===== src/rtl/fetch_unit_pkg.sv =====
// Shared constants and state encoding for the instruction fetch unit.
// Optional feature macro: FETCH_TIMEOUT_EN (see fetch_unit.sv).
package fetch_unit_pkg;

    localparam logic [5:0] OP_J       = 6'h10;
    localparam logic [5:0] OP_JR      = 6'h11;
    localparam logic [5:0] OP_BR_BASE = 6'h18;
    localparam logic [5:0] OP_HALT    = 6'h3F;

    localparam logic [1:0] PCSEL_SEQ = 2'd0;
    localparam logic [1:0] PCSEL_J   = 2'd1;
    localparam logic [1:0] PCSEL_JR  = 2'd2;

    typedef logic [1:0] state_t;

    localparam state_t S_IDLE  = 2'd0;
    localparam state_t S_FETCH = 2'd1;
    localparam state_t S_HOLD  = 2'd2;
    localparam state_t S_HALT  = 2'd3;

endpackage


===== src/rtl/fetch_unit_instr_decode.sv =====
// Combinational decode of the held instruction word into
// next-address control fields.
module instr_decode
    import fetch_unit_pkg::*;
(
    input  logic [31:0] instr_i,
    output logic [1:0]  pc_sel_o,
    output logic [2:0]  brtype_o,
    output logic [15:0] branch_label_o,
    output logic [25:0] jmp_label_o
);

    logic [5:0] op;

    assign op             = instr_i[31:26];
    assign branch_label_o = instr_i[15:0];
    assign jmp_label_o    = instr_i[25:0];

    // Branches occupy 0x19..0x1F; 0x18 itself is not a branch.
    always_comb begin
        pc_sel_o = PCSEL_SEQ;
        brtype_o = 3'd0;
        unique case (1'b1)
            (op == OP_J):  pc_sel_o = PCSEL_J;
            (op == OP_JR): pc_sel_o = PCSEL_JR;
            (op[5:3] == OP_BR_BASE[5:3] && op[2:0] != 3'd0):
                brtype_o = op[2:0];
            default: ;
        endcase
    end

endmodule


===== src/rtl/fetch_unit.sv =====
// Instruction fetch FSM: IDLE -> FETCH -> HOLD -> FETCH ... or HALT.
// Define FETCH_TIMEOUT_EN to add the fetch_err watchdog.
module fetch_unit
    import fetch_unit_pkg::*;
(
    input  logic        clk,
    input  logic        rst_n,
    output logic        imem_req,
    output logic [31:0] imem_addr,
    input  logic        imem_ack,
    input  logic [31:0] imem_rdata,
    input  logic [31:0] next_pc,
    output logic [31:0] pc,
    output logic        instr_valid,
    input  logic        instr_ready,
    output logic [1:0]  pc_sel,
    output logic [2:0]  brtype,
    output logic [15:0] branch_label,
    output logic [25:0] jmp_label,
    output logic        halted
`ifdef FETCH_TIMEOUT_EN
    ,
    output logic        fetch_err
`endif
);

    state_t      state_q, state_d;
    logic [31:0] pc_q, pc_d;
    logic [31:0] instr_q, instr_d;

    always_comb begin
        state_d = state_q;
        pc_d    = pc_q;
        instr_d = instr_q;
        case (state_q)
            S_IDLE: state_d = S_FETCH;
            S_FETCH: begin
                if (imem_ack) begin
                    instr_d = imem_rdata;
                    state_d = S_HOLD;
                end
            end
            S_HOLD: begin
                // HALT is accepted like any instruction but freezes pc.
                if (instr_ready) begin
                    if (instr_q[31:26] == OP_HALT) begin
                        state_d = S_HALT;
                    end else begin
                        pc_d    = next_pc;
                        state_d = S_FETCH;
                    end
                end
            end
            S_HALT: state_d = S_HALT;
            default: state_d = S_IDLE;
        endcase
    end

    always_ff @(posedge clk or negedge rst_n) begin
        if (!rst_n) begin
            state_q <= S_IDLE;
            pc_q    <= '0;
            instr_q <= '0;
        end else begin
            state_q <= state_d;
            pc_q    <= pc_d;
            instr_q <= instr_d;
        end
    end

`ifdef FETCH_TIMEOUT_EN
    logic [3:0] cnt_q, cnt_d;

    // Request stays up on timeout; only the wait counter restarts.
    always_comb begin
        cnt_d     = '0;
        fetch_err = 1'b0;
        if (state_q == S_FETCH && !imem_ack) begin
            if (cnt_q == 4'hF) begin
                fetch_err = 1'b1;
            end else begin
                cnt_d = cnt_q + 4'd1;
            end
        end
    end

    always_ff @(posedge clk or negedge rst_n) begin
        if (!rst_n) begin
            cnt_q <= '0;
        end else begin
            cnt_q <= cnt_d;
        end
    end
`endif

    assign imem_req    = (state_q == S_FETCH);
    assign imem_addr   = pc_q;
    assign pc          = pc_q;
    assign instr_valid = (state_q == S_HOLD);
    assign halted      = (state_q == S_HALT);

    instr_decode u_dec (
        .instr_i        (instr_q),
        .pc_sel_o       (pc_sel),
        .brtype_o       (brtype),
        .branch_label_o (branch_label),
        .jmp_label_o    (jmp_label)
    );

endmodule


===== config.mk =====
export PLATFORM = sky130hd
export DESIGN_NAME = fetch_unit
export DESIGN_NICKNAME = d
export VERILOG_FILES = /design/src/rtl/fetch_unit_pkg.sv /design/src/rtl/fetch_unit_instr_decode.sv /design/src/rtl/fetch_unit.sv
export SDC_FILE = /design/constraint.sdc
export NUM_CORES = 1
export LEC_CHECK = 0
export CAP_MARGIN = 20
export CORE_MARGIN = 2
export CORE_UTILIZATION = 41
export CTS_CLUSTER_SIZE = 8
export DETAILED_ROUTE_END_ITERATION = 8
export PLACE_DENSITY = 0.87
export SETUP_SLACK_MARGIN = 0.4
export SYNTH_ARGS = -nofsm -noshare
export SYNTH_HDL_FRONTEND = slang
export SYNTH_SLANG_ARGS = --single-unit

===== constraint.sdc =====
create_clock -name clk -period 3.2 [get_ports clk]
set_input_delay 0.64 -clock clk [delete_from_list [all_inputs] [get_ports clk]]
set_output_delay 0.64 -clock clk [all_outputs]
set_load 0.01 [all_outputs]

==> key figures <==
Clocking
  • Post-CTS Resized: 0
  • # hold bufs at CTS: 0
  • Skew-Pair Late Insertion Delay: between 0.3 and 0.4 ns
  • # Post-CTS Setup Buffers: 0
  • Reg clk slew, reported paths: 0.07 ns
  • CTS Buffer Depth: 2
  • CTS tree: yes
  • H-tree levels: 3
  • Clock sink count: 66
  • CTS buffer count: 9
  • Root Buffer: clkbuf_8

Logic synthesis
  • Post-Syn Area: between 0.003 and 0.004 sq mm
  • Main combinational cell family by area after synthesis: multiplexers
  • Post-synth top area cell: dfrtp_1
  • Simple-Gate Fraction of Synth Area: 3.33%
  • Mean Syn Cell Area: about 14 sq um
  • Ys Warns: 0
  • Mux contribution to synthesized area: between 20 and 25%
  • Synth Area in Compound Gates: around 1.2%
  • Syn_nets: around 300
  • Seq/Total Area, Yosys: 52.4%
  • Area contributors post-synth: dfrtp_1, mux2_2, buf_4, buf_6, mux2_4
  • Post-synth top area share: 52.4%
  • Adder-cell area share of the yosys netlist: 0%
  • Yosys reg bits: 66
  • Cells after Synth: 231
  • Synth cell types: 21
  • XOR/XNOR Fraction of Synth Area: 0%

Timing
  • Skew final: 0.00683 ns
  • Period minus WS final: 2.71 ns
  • TNS Setup: 0 ns
  • Unrepaired setup endpoints after global routing: false
  • Hold slack: roughly 0.37 ns
  • Final slew viol count: 0
  • Worst rel slew slack: 51.6%
  • Final setup fails: 0
  • Slew @ Worst Pin: 0.726 ns
  • Final hold vios: 0
  • Final Cycle Share: 84.7%
  • Fmax: 369 MHz

Worst setup path
  • Crit start category: register
  • CP startpoint: instr_q[31]
  • Worst reg-to-reg path cell count: 4
  • Crit path DAT: 2.07 ns
  • Launching point of the worst reg2reg path: instr_q[26]
  • Reg2reg setup slack: 1.50 ns
  • Worst-path fanout max: 4
  • CP Class: reg2out
  • Capturing element type of the critical path: output port
  • Crit path required time: 2.56 ns
  • Critical R2R Capture: imem_addr[2]

Floorplanning
  • Core Box Area: about 0.0073 sq mm
  • Starting Density: 43.0%
  • Row count: 31
  • Die height: 91.7 microns
  • Num ports: 182
  • Die W: 91.7 microns
  • Die area: 0.00840 sq mm

Layout
  • # fillers: 551
  • FF/Latch Area: about 0.0017 sq mm
  • Most frequent cells in the layout: clkdlybuf4s50_1, dfrtp_1, mux2_2, clkbuf_8
  • # diodes: 0
  • Area occupied by multi-input gates: 872 sq um
  • Syn-to-layout area delta: 47.8%
  • Final layout net count: slightly above 400
  • Fraction of layout cells with a size suffix above 1: 24.4%
  • Final std cell area, no fill: 0.00466 sq mm
  • Final Util: 63.5%
  • Most common cell after layout, fill and taps aside: clkdlybuf4s50_1

Global route
  • Global-route wire length before repair: 10.9 mm
  • Initial antenna violation count: 0
  • Pin count of the biggest net entering global routing: 34
  • Vias in the first global route: between 2k and 2.5k
  • GRT Total Usage: 16.6%
  • Total grt overflow: 0

Job
  • Max_cap viols: 0

Drt
  • Vias per cell: 4.58
  • 1st-iter DRT viols: 35
  • Initial DRT Pass Iterations: 5
  • Wire per inst: 15.4 microns
  • Routed Antenna Nets: 0
  • Routed WL: 6.89 mm
  • DRC viols: 0
  • Vias: 2050

Placement
  • Port Buffers: 181
  • Dpl hpwl: ~5.4 mm
  • Gpl congestion: approximately 0.75
  • Post-DP Area: roughly 0.0045 sq mm

Pwr
  • Lkg Pwr: 1.94 nW
  • Maximum VDD drop: 0.000502 V
  • Cell Pwr Density: approximately 1000 mW/mm^2

Min path
  • Worst Hold Class: in2async

Run status
  • Outcome: complete, no violations
## worst max-delay path: stages, from the launching register on
cell and delay, ns:
dfrtp_1 0.40, nor2b_2 0.16, or4b_1 0.50, nor2_1 0.14, clkdlybuf4s50_1 0.56
## Yosys cell counts, drive strengths merged
cell type	instances
a21oi	2
inv	2
mux2	64
nor2b	2
dfrtp	66
nand3b	1
a211oi	1
nor2	3
a22oi	1
and2b	1
and3	3
buf	80
and4	1
nand2	1
or4b	1
and2	2
## area by class of cell
cell class	instances	area share (%)
Clock buffer	10	2.74
Sequential cell	66	35.5
Clock inverter	4	0.967
Inverter	2	0.161
Timing Repair Buffer	184	39.3
Multi-Input combinational cell	83	18.7
Tap cell	99	2.66
## sequential cells by signal (all words and copies together), names as in the netlist
register / cells
imem_addr: 32
instr_q: 32
state_q: 2
## report_power, final
part           switching [mW]  internal [mW]
Combinational           0.865           1.63
Sequential              0.307           1.25
Clock                   0.286          0.347
Total                    1.46           3.23
## per-stage QoR
step / cells / power [mW] / setup WS, ns
final: 448 / 4.69 / 0.491
after global routing: 448 / 4.96 / 0.435
after CTS: 448 / 4.76 / 0.410
after detailed placement: 434 / 4.11 / 0.790
after global placement: 434 / 4.01 / 0.877
after floorplan: 231 / 3.13 / 1.41
## per-layer routing
| metal | part of all wire (%) | up-vias | global-route usage [%] |
|---|---|---|---|
| met1 | 35 | 1011 | 17.2 |
| met3 | 8.8 | 9 | 5.59 |
| li1 | - | 930 | - |
| met4 | 1.2 | 0 | 6.31 |
| met5 | 0 | - | 0 |
| met2 | 55 | 100 | 30.6 |
## logic make-up (layout without fill, tap and decap cells)
kind of cell	after synthesis	in the layout
buffers and inverters	82	200
DFF	66	66
muxes	64	64
and+or+nand+nor	15	15
AOI/OAI and AO/OA	4	4
## worst max path at each step
stage                      endpoint  slack, ns  depth (start not counted)
after floorplan           pc_sel[0]       1.41                          3
after global placement    pc_sel[1]       0.88                          4
after detailed placement  pc_sel[1]       0.79                          4
after CTS                 pc_sel[1]       0.41                          4
after global routing      pc_sel[1]       0.44                          4
final                     pc_sel[1]       0.49                          4
Power figures use the tool's default switching activity.
